--- config.mk ---
export PLATFORM = sky130hd
export DESIGN_NAME = instruction_prefetch_queue
export DESIGN_NICKNAME = d
export VERILOG_FILES = /design/src/rtl/instruction_prefetch_queue_pkg.sv /design/src/rtl/instruction_prefetch_queue_prefetch_fifo.sv /design/src/rtl/instruction_prefetch_queue.sv
export SDC_FILE = /design/constraint.sdc
export NUM_CORES = 1
export LEC_CHECK = 0
export ABC_CLOCK_PERIOD_IN_PS = 6760
export CORE_MARGIN = 5
export CORE_UTILIZATION = 45
export DETAILED_ROUTE_END_ITERATION = 10
export DONT_BUFFER_PORTS = 1
export PLACE_DENSITY = 0.68
export SLEW_MARGIN = 20
export SYNTH_ARGS = -nofsm -noshare
export SYNTH_HDL_FRONTEND = slang
export SYNTH_HIERARCHICAL = 1
export SYNTH_SLANG_ARGS = --single-unit
--- constraint.sdc ---
create_clock -name clk -period 6.76 [get_ports clk]
set_clock_uncertainty 0.05 [all_clocks]
set_input_delay 0.676 -clock clk [delete_from_list [all_inputs] [get_ports clk]]
set_output_delay 0.676 -clock clk [all_outputs]
set_load 0.05 [all_outputs]
--- src/rtl/instruction_prefetch_queue_pkg.sv ---
// Shared definitions for the instruction prefetch queue.
//   IMEM_AW       : instruction memory word-address (PC) width
//   INSTR_W       : instruction width
//   fetch_entry_t : one buffered fetch, {address of the next instruction, instruction}
//   count_width() : bits needed to hold an occupancy of 0..depth
package instruction_prefetch_queue_pkg;

  localparam int IMEM_AW = 8;
  localparam int INSTR_W = 32;

  typedef struct packed {
    logic [IMEM_AW-1:0] pc_plus1;
    logic [INSTR_W-1:0] instr;
  } fetch_entry_t;

  function automatic int count_width(input int depth);
    return $clog2(depth + 1);
  endfunction

endpackage

--- src/rtl/instruction_prefetch_queue_prefetch_fifo.sv ---
// Synchronous DEPTH-entry FIFO holding prefetched instructions.
//   clk, rst  : rising-edge clock, asynchronous active-low reset
//   flush     : synchronous clear of pointers and count (wins over wr_en/rd_en)
//   wr_en     : push wr_data at the tail
//   rd_en     : pop the head; rd_data always shows the current head
//   count     : number of stored entries, 0..DEPTH
// DEPTH must be a power of two so the pointers wrap naturally.
module instruction_prefetch_queue_prefetch_fifo
  import instruction_prefetch_queue_pkg::*;
#(
  parameter int  DEPTH   = 4,
  parameter type entry_t = fetch_entry_t
) (
  input  logic                          clk,
  input  logic                          rst,
  input  logic                          flush,
  input  logic                          wr_en,
  input  entry_t                        wr_data,
  input  logic                          rd_en,
  output entry_t                        rd_data,
  output logic [count_width(DEPTH)-1:0] count
);

  localparam int PW = $clog2(DEPTH);
  localparam int CW = count_width(DEPTH);

  entry_t        mem [DEPTH];
  logic [PW-1:0] wr_ptr;
  logic [PW-1:0] rd_ptr;

  // NOTE: state registers use non-blocking assignments so every flop
  // samples the pre-edge values, independent of block ordering.
  always_ff @(posedge clk or negedge rst) begin
    if (!rst) begin
      wr_ptr <= '0;
      rd_ptr <= '0;
      count  <= '0;
    end else if (flush) begin
      wr_ptr <= '0;
      rd_ptr <= '0;
      count  <= '0;
    end else begin
      if (wr_en) wr_ptr <= wr_ptr + PW'(1);
      if (rd_en) rd_ptr <= rd_ptr + PW'(1);
      case ({wr_en, rd_en})
        2'b10:   count <= count + CW'(1);
        2'b01:   count <= count - CW'(1);
        default: count <= count;
      endcase
    end
  end

  // NOTE: the storage array is deliberately not reset; the pointers and
  // count define which words are meaningful, and leaving it out of reset
  // lets it map onto plain RAM/register-file cells.
  always_ff @(posedge clk) begin
    if (wr_en && !flush) mem[wr_ptr] <= wr_data;
  end

  assign rd_data = mem[rd_ptr];

`ifndef SYNTHESIS
  overflow_a: assert property (@(posedge clk) disable iff (!rst)
      !(wr_en && !rd_en && !flush && (count == CW'(DEPTH))))
    else $error("prefetch_fifo: write into a full queue");
`endif

endmodule

--- src/rtl/instruction_prefetch_queue.sv ---
// Fetch front-end between the synchronous instruction memory and IF/ID.
// Runs ahead of decode, buffering up to DEPTH {pc+1, instruction} entries.
//   clk, rst          : rising-edge clock, asynchronous active-low reset
//   enable            : 0 freezes issue and dequeue (responses still captured)
//   redirect          : flush everything and restart fetch at redirect_pc
//   imem_addr/rden/q  : memory read port, data one cycle after rden
//   deq_valid/ready   : handshake to decode; deq_instr/deq_pc_plus1 = head
//   fetch_pc          : next sequential address to request
//   count             : stored entries
module instruction_prefetch_queue
  import instruction_prefetch_queue_pkg::*;
#(
  parameter int DEPTH = 4,
  parameter int AW    = IMEM_AW,
  parameter int DW    = INSTR_W
) (
  input  logic                          clk,
  input  logic                          rst,
  input  logic                          enable,
  input  logic                          redirect,
  input  logic [AW-1:0]                 redirect_pc,
  output logic [AW-1:0]                 imem_addr,
  output logic                          imem_rden,
  input  logic [DW-1:0]                 imem_q,
  output logic                          deq_valid,
  input  logic                          deq_ready,
  output logic [DW-1:0]                 deq_instr,
  output logic [AW-1:0]                 deq_pc_plus1,
  output logic [AW-1:0]                 fetch_pc,
  output logic [count_width(DEPTH)-1:0] count
);

  localparam int CW = count_width(DEPTH);

  typedef struct packed {
    logic [AW-1:0] pc_plus1;
    logic [DW-1:0] instr;
  } entry_t;

  logic          inflight;   // a read was issued last cycle; its data is on imem_q now
  logic [AW-1:0] tag;        // address of that read
  logic [CW:0]   committed;  // slots already spoken for: stored + in flight
  logic          credit_ok;
  logic          capture;
  logic          pop;
  entry_t        wr_entry;
  entry_t        head;

  // A same-cycle pop is intentionally not credited, keeping the issue path
  // independent of deq_ready.
  assign committed = {1'b0, count} + (CW+1)'(inflight);
  assign credit_ok = committed < (CW+1)'(DEPTH);

  // NOTE: every output of this block gets a default first, so no path
  // leaves it unassigned and no latch is inferred.
  always_comb begin
    imem_rden = 1'b0;
    imem_addr = '0;
    if (rst) begin
      if (redirect) begin
        // The queue empties this cycle, so credit is irrelevant.
        imem_rden = enable;
        imem_addr = redirect_pc;
      end else begin
        imem_rden = enable & credit_ok;
        imem_addr = fetch_pc;
      end
    end
  end

  // Whatever address was issued, the next sequential one follows it; an
  // unissued redirect still moves the fetch point.
  always_ff @(posedge clk or negedge rst) begin
    if (!rst) begin
      fetch_pc <= '0;
      inflight <= 1'b0;
      tag      <= '0;
    end else begin
      inflight <= imem_rden;
      if (imem_rden) begin
        tag      <= imem_addr;
        fetch_pc <= imem_addr + AW'(1);
      end else if (redirect) begin
        fetch_pc <= redirect_pc;
      end
    end
  end

  // Memory data is captured even with enable low; a redirect squashes it.
  assign capture  = inflight & ~redirect;
  assign wr_entry = '{pc_plus1: tag + AW'(1), instr: imem_q};

  // The redirect gate is combinational so decode never consumes a stale head.
  assign deq_valid    = (count != '0) & enable & ~redirect;
  assign pop          = deq_valid & deq_ready;
  assign deq_instr    = head.instr;
  assign deq_pc_plus1 = head.pc_plus1;

  instruction_prefetch_queue_prefetch_fifo #(
    .DEPTH   (DEPTH),
    .entry_t (entry_t)
  ) u_prefetch_fifo (
    .clk     (clk),
    .rst     (rst),
    .flush   (redirect),
    .wr_en   (capture),
    .wr_data (wr_entry),
    .rd_en   (pop),
    .rd_data (head),
    .count   (count)
  );

endmodule
==> impl_metrics.toml, run 1 <==
[power]
combPwrFrac = 0.055
p_int_mw = 1.819
p_sw_mw = 0.5443
switching_share = 0.2303
ir_drop_uv = 180.4
power_density_mw_per_mm2 = 292.5
leakage_nw = 2.593
p_clk_frac = 0.389
seq_power_share = 0.556

[route]
routed_via_density = 5.464
met2_wirelength_mm = 6.283
vias = 3240
route.met3.wl_mm = 1.019
drt_wl_total_mm = 12.59
dr.pass1.iters = 4
m1WireLength_mm = 5.077
drtIter0Drc = 179
top_layer = "met4"
wire_per_inst_um = 21.23
drtAntennaViolNets = 0
drc = 0

[floorplan]
fp.coreArea_mm2 = 0.01589
chipWidth_um = 137.3
rows = 46
start_util = 0.4589
ios = 106
die_h_um = 137.3
dieArea_mm2 = 0.01884

[logic_synthesis]
yosys.area.top_type_share = 0.6591
synth_nets = 408
netlist_top_cells_area = "edfxtp_1, mux4_2, dfrtp_1"
ys_ff_latch = 184
synthArstFlopShare = 0.1304
yosys_warnings = 6
syn_area_mm2 = 0.007289
netlist_instances = 356
yosys.area.top_type = "edfxtp_1"
ys_seq_area_frac = 0.7415
syn_avg_cell_area_um2 = 20.48
synth_flop_cell = "edfxtp_1"
yosysUniqueCellTypes = 34
synth_edf_count = 160

[timing]
drv_slew = 0
rsz0062_at_grt = "no"
worstMarginPinSlew_ps = 1159
hold_ws_ps = 256.5
max_freq_mhz = 298.2
fin_crit_ps = 3354
finalHoldViolCount = 0
finalCritPeriodShare = 0.4961
tns_ps = 0
finalSetupViolations = 0
max_slew_margin = 0.2259

[setup_path]
critPathSlowestCell = "mux4_1"
path_cells = "buf_4 -> mux4_1"
cp.arrival_ps = 2630
crit_required_ps = 6030
crit_fanout = 25
end_kind = "output port"
start_kind = "flip-flop"
worst_path_largest_cell_delay_ps = 880
path_class = "flip-flop to output port"

[clock_network]
h-tree-depth = 4
clk_pin_slew_ps = 70
clock_path_buffers = 2
cts_sinks = 184
cts_resized = 0
cts_tree = "yes"
root_buffer = "clkbuf_16"
worst_skew_pair.late_latency_ps = 420
numCtsBuffers = 17

[finish]
drive_above_1_share = 0.2255
nets = 417
final_core_util = 0.5087
most-common-layout-cells = "edfxtp_1, mux4_2, dfrtp_1"
fill_cells = 1285
n_antenna_cell = 0
area_growth_pct = 10.87
final_area_mm2 = 0.008082
final_common_cell = "edfxtp_1"

[worst_hold_path]
hold_path.class = "input port to flip-flop"

[place]
gp_congestion = 0.7177
io_buffers = 0
hpwl_mm = 7.668
dpl-instance-area_mm2 = 0.007496

[global_route]
grt_pass1_vias = 3544
grt_pass1_wl_mm = 19.62
grt.overflow.total = 0
grtUsageTotal = 0.1434
antenna_found_initial = 0
grt_max_degree = 41

[outcome]
status = "finished clean"

[run]
cap_violations = 0
[stage by stage]
stage          worst slack, ps  instances  power, mW
2_1_floorplan             3227        356      1.447
3_3_place_gp              3745        558      1.460
3_5_place_dp              3695        560      1.465
4_1_cts                   3298        593      2.392
5_1_grt                   3159        593      2.461
6_report                  3406        593      2.363
[per-layer routing]
| metal | global-route usage | vias up |
|---|---|---|
| met2 | 0.2286 | 106 |
| met5 | 0 | - |
| met3 | 0.05880 | 17 |
| met4 | 0.05543 | 0 |
| met1 | 0.1757 | 1684 |
| li1 | - | 1433 |
[power groups by stage]
stage / logic [mW] / registers (mW) / clock network [mW]
finish: 0.129 / 1.31 / 0.920
detailed placement: 0.126 / 1.34 / 0
global route: 0.141 / 1.32 / 1.00
floorplan: 0.115 / 1.33 / 0
global placement: 0.122 / 1.34 / 0
CTS: 0.131 / 1.31 / 0.946
[cells in the mapped netlist (2+ instances only)]
master,instances
nor2_1,12
inv_1,4
nor3b_1,3
buf_2,7
a21oi_1,6
mux2_2,4
xnor2_1,8
o21ai_0,4
edfxtp_1,160
nand4_1,5
ha_1,6
mux4_1,2
mux4_2,38
mux2i_1,9
and2_1,6
dfrtp_1,24
nor3_1,2
buf_12,4
nand2_1,9
buf_6,2
nor2b_1,13
nand3_1,6
clkbuf_1,3
xor2_1,9
[worst paths after layout]
check | from | endpoint | slack (ps) | depth (start not counted)
min in group asynchronous | rst | fetch_pc[6] | 640 | 2
worst max register to register | u_prefetch_fifo/count[1] | u_prefetch_fifo/count[2] | 3710 | 8
max in group asynchronous | rst | u_prefetch_fifo/rd_ptr[1] | 5850 | 2
worst min-delay path | redirect | u_prefetch_fifo/rd_ptr[0] | 260 | 1
worst min register to register | u_prefetch_fifo/rd_ptr[1] | u_prefetch_fifo/rd_ptr[1] | 480 | 2
worst max-delay path | u_prefetch_fifo/rd_ptr[0] | deq_pc_plus1[7] | 3410 | 2
[what timing repair did]
action                    CTS  global route
hold buffers                2             0
buffers inserted            0             0
hold endpoints to repair   24             0
[cell type report]
type	count	area, um^2	area share
clock buffer	19	432.9	0.05357
multi-input combinational	151	1725	0.2135
sequential	184	5408	0.6691
clock inverter	12	122.6	0.01517
tap	216	270.3	0.03344
inverter	4	15.01	0.001858
timing repair buffer	7	107.6	0.01331
[worst max-delay path, delay by kind of cell (launching register included)]
family,cells,cell delay [ps]
DFF,1,750
buffers and inverters,1,540
muxes,1,880
[state kept, by name (all words and copies together), names as in the netlist]
register,count
u_prefetch_fifo/mem,160
fetch_pc,8
tag,8
u_prefetch_fifo/count,3
u_prefetch_fifo/rd_ptr,2
u_prefetch_fifo/wr_ptr,2
inflight,1
[cells by family after synthesis]
logic type | count (synthesis) | synth area share
buf+inv | 21 | 0.02351
xor+xnor | 17 | 0.02043
compound gates | 13 | 0.01253
flops | 184 | 0.7415
simple gates | 61 | 0.04583
fa+ha+maj | 7 | 0.01304
mux | 53 | 0.1432
Power figures use the tool's default switching activity.
==> run 2: changes to the inputs <==
Settings changed: ABC_CLOCK_PERIOD_IN_PS 6760 to 2900, PLACE_DENSITY 0.68 to 0.7.
Clock period 6.76 ns to 2.9 ns, I/O delays scaled along.
==> impl_metrics.toml, run 2 (synthesis results as in run 1) <==
[setup_path]
reg2reg_from = "u_prefetch_fifo/count[2]"
worst_r2r_path_depth = 8
end_kind = "output port"
rrSetupSlack_ps = 550
worstReg2RegEnd = "u_prefetch_fifo/count[2]"
crit_fanout = 16
crit_required_ps = 2560
path_class = "flip-flop to output port"
start_kind = "flip-flop"
cp.arrival_ps = 2140

[timing]
finalCritPeriodShare = 0.8567
fin_crit_ps = 2484
drv_slew = 0
max_slew_margin = 0.4655
tns_ps = 0
timing.final.ws_setup_ps = 415.6
rsz0062_at_grt = "no"
finalSetupViolations = 0
max_freq_mhz = 402.5
worstMarginPinSlew_ps = 801.8
finalHoldViolCount = 0

[power]
power_density_mw_per_mm2 = 644.8
seq_power_share = 0.553
p_sw_mw = 1.310
p_int_mw = 4.192
combPwrFrac = 0.073
switching_share = 0.2381
leakage_nw = 2.808
ir_drop_uv = 404.9
p_clk_frac = 0.374
finalPower_mw = 5.502

[global_route]
grt_pass1_vias = 3747
grt_pass1_wl_mm = 20.47
grt.overflow.total = 0
antenna_found_initial = 0
grtUsageTotal = 0.1466
grt_max_degree = 41

[route]
drtAntennaViolNets = 0
met2_wirelength_mm = 6.503
dr.pass1.iters = 4
drt_wl_total_mm = 13.04
routed_via_density = 5.308
drc = 0
route.met3.wl_um = 890
top_layer = "met4"
wire_per_inst_um = 20.27
drtIter0Drc = 179
vias = 3413
m1WireLength_mm = 5.510

[place]
io_buffers = 0
gp_congestion = 0.7278
post-place-ws_ps = 613.4
dpl-instance-area_mm2 = 0.007644
hpwl_mm = 7.830

[floorplan]
fp.coreArea_mm2 = 0.01589
chipWidth_um = 137.3
rows = 46
die_h_um = 137.3
dieArea_mm2 = 0.01884
start_util = 0.4589
ios = 106

[worst_hold_path]
hold_path.class = "input port to flip-flop"
hold_start = "redirect_pc[5]"
hold_depth = 2
hold_path_end = "fetch_pc[5]"

[clock_network]
worst_skew_pair.late_latency_ps = 420
h-tree-depth = 4
cts_tree = "yes"
clock_path_buffers = 2
clk_pin_slew_ps = 70
postCtsSetupBuffers = 0
numCtsBuffers = 17
cts_hold_buf = 35
cts_resized = 0
cts_sinks = 184
root_buffer = "clkbuf_16"

[outcome]
status = "finished clean"

[finish]
drive_above_1_share = 0.2412
final_area_mm2 = 0.008532
top_regs = "u_prefetch_fifo/mem: 160 flops, fetch_pc: 8 flops, tag: 8 flops"
nets = 467
most-common-layout-cells = "edfxtp_1, mux4_2, dlygate4sd3_1"
fill_cells = 1258
final_core_util = 0.5371
final_common_cell = "edfxtp_1"
area_growth_pct = 17.04
largest_register = "u_prefetch_fifo/mem"
largest_reg_flops = 160
n_antenna_cell = 0

[run]
cap_violations = 0
[run 2: metal layers]
layer  vias to the layer above  track usage
li1                       1538            -
met1                      1758       0.1891
met2                       105       0.2360
met3                        12      0.05223
met4                         0      0.04324
met5                         -            0
[run 2: critical path, stage by stage, from the launching register on]
cell,delay (ps)
dfrtp_1,350
nor2b_1,250
a311oi_4,790
buf_4,330
[run 2: how the worst max path moves through the flow]
| stage | endpoint | slack, ps | start |
|---|---|---|---|
| 2_1_floorplan | u_prefetch_fifo/count[1] | 80 | u_prefetch_fifo/count[1] |
| 3_3_place_gp | u_prefetch_fifo/count[2] | 790 | u_prefetch_fifo/count[2] |
| 3_5_place_dp | u_prefetch_fifo/count[2] | 610 | u_prefetch_fifo/count[2] |
| 4_1_cts | deq_instr[30] | 340 | u_prefetch_fifo/rd_ptr[0] |
| 5_1_grt | deq_instr[30] | 270 | u_prefetch_fifo/rd_ptr[0] |
| 6_report | imem_rden | 420 | inflight |
[run 2: cell type report]
| type | instances | area, um^2 | share of cell area |
|---|---|---|---|
| Tap cell | 216 | 270.3 | 0.03168 |
| Multi-Input combinational cell | 151 | 1723 | 0.2019 |
| Inverter | 4 | 15.01 | 0.001760 |
| Timing Repair Buffer | 57 | 588.1 | 0.06893 |
| Sequential cell | 184 | 5408 | 0.6338 |
| Clock buffer | 17 | 425.4 | 0.04986 |
| Clock inverter | 14 | 102.6 | 0.01203 |
[run 2: power groups by stage]
stage | Clock, mW | Combinational [mW] | Sequential (mW)
2_1_floorplan | 0 | 0.269 | 3.11
3_3_place_gp | 0 | 0.329 | 3.10
3_5_place_dp | 0 | 0.338 | 3.10
4_1_cts | 2.10 | 0.406 | 3.04
5_1_grt | 2.24 | 0.434 | 3.05
6_report | 2.06 | 0.402 | 3.04
[run 2: stage by stage]
step / hold WS, ps / std cells
final: 65.43 / 643
after global routing: 63.74 / 643
after CTS: 51.08 / 643
after detailed placement: -54.70 / 577
after global placement: -54.70 / 577
after floorplan: -55.59 / 356
==> run 3: changes to the inputs <==
Settings changed: CAP_MARGIN from default to 20, PLACE_DENSITY 0.7 to default.
==> impl_metrics.toml, run 3 (synthesis results as in run 1) <==
[clock_network]
numCtsBuffers = 17
cts_sinks = 184
clk_pin_slew_ps = 60
cts_tree = "yes"
clock_path_buffers = 2
cts_resized = 0
h-tree-depth = 4
root_buffer = "clkbuf_16"
worst_skew_pair.late_latency_ps = 420

[timing]
worstMarginPinSlew_ps = 706.9
max_freq_mhz = 402.1
finalSetupViolations = 0
fin_crit_ps = 2487
finalCritPeriodShare = 0.8576
rsz0062_at_grt = "no"
drv_slew = 0
tns_ps = 0
finalHoldViolCount = 0
max_slew_margin = 0.5277

[route]
vias = 3406
drtAntennaViolNets = 0
drt_wl_total_mm = 13.01
routed_via_density = 5.272
drtIter0Drc = 157
drc = 0
dr.pass1.iters = 4
wire_per_inst_um = 20.14

[setup_path]
cp.arrival_ps = 2150
crit_fanout = 13
path_class = "flip-flop to output port"
crit_required_ps = 2560
end_kind = "output port"
start_kind = "flip-flop"

[global_route]
grt_max_degree = 41
antenna_found_initial = 0
grt.overflow.total = 0
grt_pass1_wl_mm = 20.24
grt_pass1_vias = 3682
grtUsageTotal = 0.1446

[floorplan]
chipWidth_um = 137.3
dieArea_mm2 = 0.01884
ios = 106
die_h_um = 137.3
fp.coreArea_mm2 = 0.01589
rows = 46
start_util = 0.4589

[power]
leakage_nw = 2.816
power_density_mw_per_mm2 = 657.6
ir_drop_uv = 399.0

[outcome]
status = "finished clean"

[finish]
area_growth_pct = 17.42
largest_register = "u_prefetch_fifo/mem"
nets = 469
final_area_mm2 = 0.008559
n_antenna_cell = 0
final_common_cell = "edfxtp_1"
drive_above_1_share = 0.2419
largest_reg_flops = 160
final_core_util = 0.5388
most-common-layout-cells = "edfxtp_1, mux4_2, dlygate4sd3_1"
top_regs = "u_prefetch_fifo/mem: 160 flops, fetch_pc: 8 flops, tag: 8 flops"

[place]
hpwl_mm = 8.030
io_buffers = 0
dpl-instance-area_mm2 = 0.007634
gp_congestion = 0.7231

[worst_hold_path]
hold_path.class = "input port to flip-flop"

[run]
cap_violations = 0
[run 3: cell types whose count changed in the layout (fill, tap and decap cells not counted), sizes merged]
cell      previous run  this run
clkinvlp             2         5
inv                  7         5
buf                 23        25
clkinv               9         3
bufinv               0         2
clkbuf              17        21
[run 3: where the power goes]
| part | internal (mW) | total, mW | switching [mW] |
|---|---|---|---|
| logic | 0.140 | 0.400 | 0.260 |
| clock network | 1.27 | 2.19 | 0.917 |
| registers | 2.96 | 3.04 | 0.0863 |
[run 3: final timing paths]
kind                                          startpoint                   endpoint  slack [ps]  cells past startpoint
worst min register to register                    tag[6]                     tag[6]         530                      1
max in group asynchronous                            rst  u_prefetch_fifo/rd_ptr[0]        2380                      2
worst min-delay path                      redirect_pc[5]                fetch_pc[5]          80                      2
min in group asynchronous                            rst                fetch_pc[5]         250                      2
worst max-delay path            u_prefetch_fifo/count[2]                  imem_rden         410                      4
worst max register to register  u_prefetch_fifo/count[1]   u_prefetch_fifo/count[2]         590                      8
[run 3: routing by layer]
layer | part of all wire | vias up | global-route usage | routed length (um)
met5 | 0 | - | 0 | 0
met4 | 0.016 | 0 | 0.05155 | 208
met2 | 0.50 | 95 | 0.2417 | 6509
li1 | - | 1536 | - | -
met3 | 0.060 | 18 | 0.04492 | 781
met1 | 0.42 | 1757 | 0.1787 | 5511
[run 3: layout make-up]
class                           count  area (um^2)
Fill cell                        1288         7326
Sequential cell                   184         5408
Multi-Input combinational cell    151         1723
Timing Repair Buffer               59        578.1
Clock buffer                       21        440.4
Tap cell                          216        270.3
Clock inverter                     11        125.1
Inverter                            4        15.01
[run 3: repair_timing]
item	in CTS	in global routing
endpoints found under the hold margin	159	0
buffers inserted	0	0
hold buffers	35	0
endpoints found under the setup margin	0	0
[run 3: per-stage QoR]
step	worst slack (ps)	instances	hold WS, ps	power (mW)
2_1_floorplan	79.13	356	-55.59	3.374
3_3_place_gp	809.0	579	-54.70	3.430
3_5_place_dp	657.6	579	-54.61	3.438
4_1_cts	391.4	646	53.70	5.687
5_1_grt	309.8	646	82.74	5.834
6_report	413.1	646	75.67	5.629
[run 3: critical path, cell delays in order (launching register included)]
cell	delay [ps]
dfrtp_1	380
buf_4	200
nor2b_1	170
a311oi_4	640
buf_4	340
